$ cat src/rtl/rd_code_builder.sv
// Relative-difference code builder: compares successive ring sums of one pixel
// and packs the comparison bits into a code word, with length checking.
module rd_code_builder #(
    parameter int unsigned SUM_WIDTH = 24,
    parameter int unsigned NUM_RINGS = 4
) (
    input  logic                   clk,
    input  logic                   rst,
    input  logic [SUM_WIDTH-1:0]   sum_i,
    input  logic                   sum_valid_i,
    input  logic                   sum_last_i,
    input  logic                   mode_i,
    input  logic [SUM_WIDTH-1:0]   thr_i,
    input  logic                   done_i,
    output logic [NUM_RINGS-2:0]   code_o,
    output logic                   code_valid_o,
    output logic                   len_err_o,
    output logic                   done_o
);

    localparam int unsigned NB = NUM_RINGS - 1;
    localparam int unsigned CW = (NUM_RINGS > 2) ? $clog2(NUM_RINGS) : 1;

    typedef enum logic {IDLE, ACC} state_t;

    state_t                 state_q, state_d;
    logic [CW-1:0]          cnt_q, cnt_d;
    logic [SUM_WIDTH-1:0]   prev_q, prev_d;
    logic [NB-1:0]          shift_q, shift_d;
    logic                   mode_q, mode_d;
    logic [SUM_WIDTH-1:0]   thr_q, thr_d;
    logic [NB-1:0]          code_q, code_d;
    logic                   code_valid_q, code_valid_d;
    logic                   len_err_q, len_err_d;
    logic                   done_q;

    logic [SUM_WIDTH:0]     cmp_lhs, cmp_rhs;
    logic                   cmp_bit;
    logic [NB-1:0]          shifted;

    // One extra bit keeps prev + thr from wrapping.
    always_comb begin
        cmp_lhs = {1'b0, sum_i};
        cmp_rhs = {1'b0, prev_q} + (mode_q ? {1'b0, thr_q} : '0);
        cmp_bit = (cmp_lhs >= cmp_rhs);
        shifted = NB'({shift_q, cmp_bit});
    end

    always_comb begin
        state_d      = state_q;
        cnt_d        = cnt_q;
        prev_d       = prev_q;
        shift_d      = shift_q;
        mode_d       = mode_q;
        thr_d        = thr_q;
        code_d       = code_q;
        code_valid_d = 1'b0;
        len_err_d    = 1'b0;

        unique case (state_q)
            IDLE: begin
                if (sum_valid_i) begin
                    if (sum_last_i) begin
                        len_err_d = 1'b1;
                    end else begin
                        prev_d  = sum_i;
                        cnt_d   = CW'(1);
                        shift_d = '0;
                        mode_d  = mode_i;
                        thr_d   = thr_i;
                        state_d = ACC;
                    end
                end
            end
            ACC: begin
                if (sum_valid_i) begin
                    if (sum_last_i) begin
                        if (cnt_q == CW'(NB)) begin
                            code_d       = shifted;
                            code_valid_d = 1'b1;
                        end else begin
                            len_err_d = 1'b1;
                        end
                        cnt_d   = '0;
                        state_d = IDLE;
                    end else if (cnt_q == CW'(NB)) begin
                        len_err_d = 1'b1;
                        cnt_d     = '0;
                        state_d   = IDLE;
                    end else begin
                        shift_d = shifted;
                        prev_d  = sum_i;
                        cnt_d   = cnt_q + CW'(1);
                    end
                end
            end
            default: state_d = IDLE;
        endcase
    end

    always_ff @(posedge clk or negedge rst) begin
        if (!rst) begin
            state_q      <= IDLE;
            cnt_q        <= '0;
            prev_q       <= '0;
            shift_q      <= '0;
            mode_q       <= 1'b0;
            thr_q        <= '0;
            code_q       <= '0;
            code_valid_q <= 1'b0;
            len_err_q    <= 1'b0;
            done_q       <= 1'b0;
        end else begin
            state_q      <= state_d;
            cnt_q        <= cnt_d;
            prev_q       <= prev_d;
            shift_q      <= shift_d;
            mode_q       <= mode_d;
            thr_q        <= thr_d;
            code_q       <= code_d;
            code_valid_q <= code_valid_d;
            len_err_q    <= len_err_d;
            done_q       <= done_i;
        end
    end

    assign code_o       = code_q;
    assign code_valid_o = code_valid_q;
    assign len_err_o    = len_err_q;
    assign done_o       = done_q;

endmodule

$ cat config.mk
export PLATFORM = sky130hd
export DESIGN_NAME = rd_code_builder
export DESIGN_NICKNAME = d
export VERILOG_FILES = /design/src/rtl/rd_code_builder.sv
export SDC_FILE = /design/constraint.sdc
export NUM_CORES = 1
export LEC_CHECK = 0
export CORE_MARGIN = 4
export CORE_UTILIZATION = 25
export DETAILED_ROUTE_END_ITERATION = 8
export PLACE_DENSITY = 0.56
export SYNTH_ARGS = -nofsm -noshare
export SYNTH_HDL_FRONTEND = slang
export SYNTH_SLANG_ARGS = --single-unit
$ cat constraint.sdc
create_clock -name clk -period 3.7 [get_ports clk]
set_input_delay 0.555 -clock clk [delete_from_list [all_inputs] [get_ports clk]]
set_output_delay 0.555 -clock clk [all_outputs]
set_load 0.005 [all_outputs]
==> impl_metrics.yaml <==
worst_setup_path:
  r2r_slack_ns: -0.09
  path_max_fanout: 8
  arrival_ns: 4.00
  start_kind: "flip-flop"
  reg2reg_depth: 20
  r2r_start: "mode_q$_DFFE_PN0P_"
  worstSetupEndpointType: "flip-flop"
  r2r-end: "code_o[0]$_DFFE_PN0P_"
  critPathKind: "reg -> reg"
  cp.required_ns: 3.91
timing:
  max_slew_margin_pct: 44.78
  tightest_slew_ns: 0.8283
  holdWs_ns: 0.3145
  setup_viol_count_final: 2
  fin_crit_sh_pct: 102.5
  max_freq_mhz: 263.8
  finalMaxSlewViolations: 0
  rsz0062_at_grt: "yes"
  skew_ns: 0.007122
  finalHoldViolations: 0
  fin_ws_ns: -0.09105
  period_needed_ns: 3.791
routing:
  route.vias.total: 3413
  wl_met2_mm: 5.291
  drc: 0
  highest_layer: "met4"
  wl_met3_um: 408
  wl_per_cell_um: 14.89
  routed_wl_mm: 10.93
  antenna_left: 0
  firstDrtPassIters: 5
  wl_met1_mm: 5.137
  drtIter0Drc: 112
  vias_per_cell: 4.650
floorplan:
  core_um2: 16120
  dieArea_um2: 18830
  pin_count: 60
  fp.dieH_um: 137.2
  start_util_pct: 25.91
  row_count: 46
  dieWidth_um: 137.2
yosys:
  synth_flop_cell: "dfrtp_1"
  yosys_warnings: 0
  yosysSeqAreaShare_pct: 35.96
  syn_avg_cell_area_um2: 10.46
  synthTopCellsByArea: "dfrtp_1 (36%), ha_1 (15%), mux2_2 (13%)"
  async_flop_share_pct: 100.0
  syn_nets: 505
  ys_types: 55
  synth_edf_count: 0
  ys_ff_latch: 60
  syn-cell-area_um2: 4175
  yosys.area.top_type: "dfrtp_1"
  synthCells: 399
  synth_top_area_share_pct: 35.96
cells_and_area:
  insertedDiodeCount: 0
  layout-drive-gt1-share_pct: 33.40
  final_common_cell: "dfrtp_1"
  nNetsFinal: 619
  final_cells: 734
  layout_common_cells: "dfrtp_1 (60), clkdlybuf4s50_1 (58), buf_4 (51)"
  syn_to_final_growth_pct: 44.47
  fin_area_um2: 6032
flow_run:
  max-cap-violations: 0
placed_design:
  place_area_um2: 5334
  io_buffers: 59
  globalplace.congestion: 0.8217
  dp.cells: 710
  hpwl_mm: 8.498
power_and_ir_drop:
  seq_power_share_pct: 18.4
  max-vdd-ir-drop_uv: 344.8
  swShare_pct: 39.65
  powerDensity_nw_per_um2: 957.3
  comb_power_share_pct: 67.0
  internal_power_w: 0.003485
  switchingPower_w: 0.002290
  leakagePower_nw: 2.554
  pwr-share-clk_pct: 14.6
clock_network:
  clock_latency_ns: 0.34
  cts_buffers: 9
  htreeDepth: 3
  cts-root-buf: "clkbuf_16"
  clock_sinks: 60
  cts_tree: "done"
  cts_buffer_depth: 2
  clk_pin_slew_worst_paths_ns: 0.06
global_route:
  grt_pass1_vias: 3614
  grt.total_usage_pct: 12.18
  grt_first_pass_wirelength_mm: 17.87
  grt_max_degree: 37
  antenna_found_initial: 0
  overflow: 0
outcome:
  violations: "setup timing"
  status: "finished, violations left"
worst_hold_path:
  hold_path_class: "in -> async"
## what timing repair did
| action | 4_1_cts | 5_1_grt |
|---|---|---|
| gates resized for setup | 25 | 35 |
| setup buffers | 3 | 7 |
| endpoints found under the setup margin | 2 | 2 |
| hold buffers | 0 | 0 |
| pin swaps | 16 | 32 |
## worst max path at each step
| stage | startpoint | to | slack (ns) |
|---|---|---|---|
| final | mode_q$_DFFE_PN0P_ | code_o[0]$_DFFE_PN0P_ | -0.09 |
| after global routing | mode_q$_DFFE_PN0P_ | code_o[0]$_DFFE_PN0P_ | -0.35 |
| after CTS | mode_q$_DFFE_PN0P_ | code_o[0]$_DFFE_PN0P_ | -0.09 |
| after detailed placement | thr_q[0]$_DFFE_PN0P_ | code_o[0]$_DFFE_PN0P_ | -0.44 |
| after global placement | thr_q[0]$_DFFE_PN0P_ | code_o[0]$_DFFE_PN0P_ | -0.39 |
| after floorplan | mode_q$_DFFE_PN0P_ | code_o[0]$_DFFE_PN0P_ | 0.06 |
## cell usage after synthesis (6+ instances only)
library cell / count
mux2_2: 50
inv_1: 13
a21oi_1: 19
and2_1: 24
nor3_1: 6
a21o_1: 6
ha_1: 51
nand2_1: 24
xnor2_1: 10
nand3_1: 6
nor2_1: 15
xor2_1: 8
o21ai_0: 20
dfrtp_1: 60
o21a_1: 8
## per-stage QoR
step | setup WS, ns | util, % | power, W | TNS [ns]
after global placement | -0.3887 | 33.10 | 0.004313 | -0.7773
after floorplan | 0.05938 | - | 0.003232 | 0
after global routing | -0.3511 | 37.43 | 0.006342 | -0.6896
final | -0.09105 | 37.43 | 0.005774 | -0.1714
after detailed placement | -0.4381 | 33.10 | 0.004342 | -0.8471
after CTS | -0.09408 | 35.91 | 0.005477 | -0.1687
## flip-flops by register name, summed over array words and instances (netlist names)
register and cells:
prev_q 24, thr_q 24, code_o 3, cnt_q 2, shift_q 2, code_valid_o 1, done_o 1, len_err_o 1
mode_q 1, state_q 1
## worst max-delay path, cell delays in order (launching register included)
cell	delay, ns
dfrtp_1	0.40
buf_6	0.15
buf_6	0.13
and2_4	0.14
ha_4	0.26
and4_4	0.19
and2_4	0.16
a211o_4	0.33
a31oi_4	0.17
o41ai_4	0.12
buf_4	0.16
nor4_4	0.15
nor3_2	0.07
ha_1	0.33
a22oi_2	0.16
o211ai_1	0.10
o211ai_1	0.17
o211a_1	0.21
o21ai_2	0.05
o41ai_2	0.06
o21ai_1	0.13
## cell type report
type,instances,area (µm²)
fillers,1598,10080
multi-input cells,317,2918
flip-flops and latches,60,1501
repair buffers,112,991.0
well taps,216,270.3
clock buffers,10,239.0
clock inverters,6,63.81
inverters,13,48.80
## layer usage
layer / vias to the layer above / global-route usage [%]
met2: 55 / 19.97
met5: - / 0
met3: 6 / 4.091
li1: 1712 / -
met4: 0 / 2.328
met1: 1640 / 15.75
## power groups by stage
stage                     clock, W  combinational (W)  sequential [W]
after CTS                 0.000876            0.00355         0.00106
after global placement           0            0.00326         0.00105
after detailed placement         0            0.00328         0.00106
after floorplan                  0            0.00224        0.000993
after global routing      0.000910            0.00434         0.00110
final                     0.000844            0.00387         0.00106
## kinds of logic (layout without fill, tap and decap cells)
logic type,Yosys count,count (layout),synth area share (%)
AND/OR/NAND/NOR,100,100,12.83
AO/OA/AOI/OAI,97,97,15.94
flip-flops,60,60,35.96
adder cells (fa/ha/maj),52,52,15.76
multiplexers,50,50,13.49
buffers and inverters,22,141,2.248
XOR/XNOR,18,18,3.776
Power figures use the tool's default switching activity.
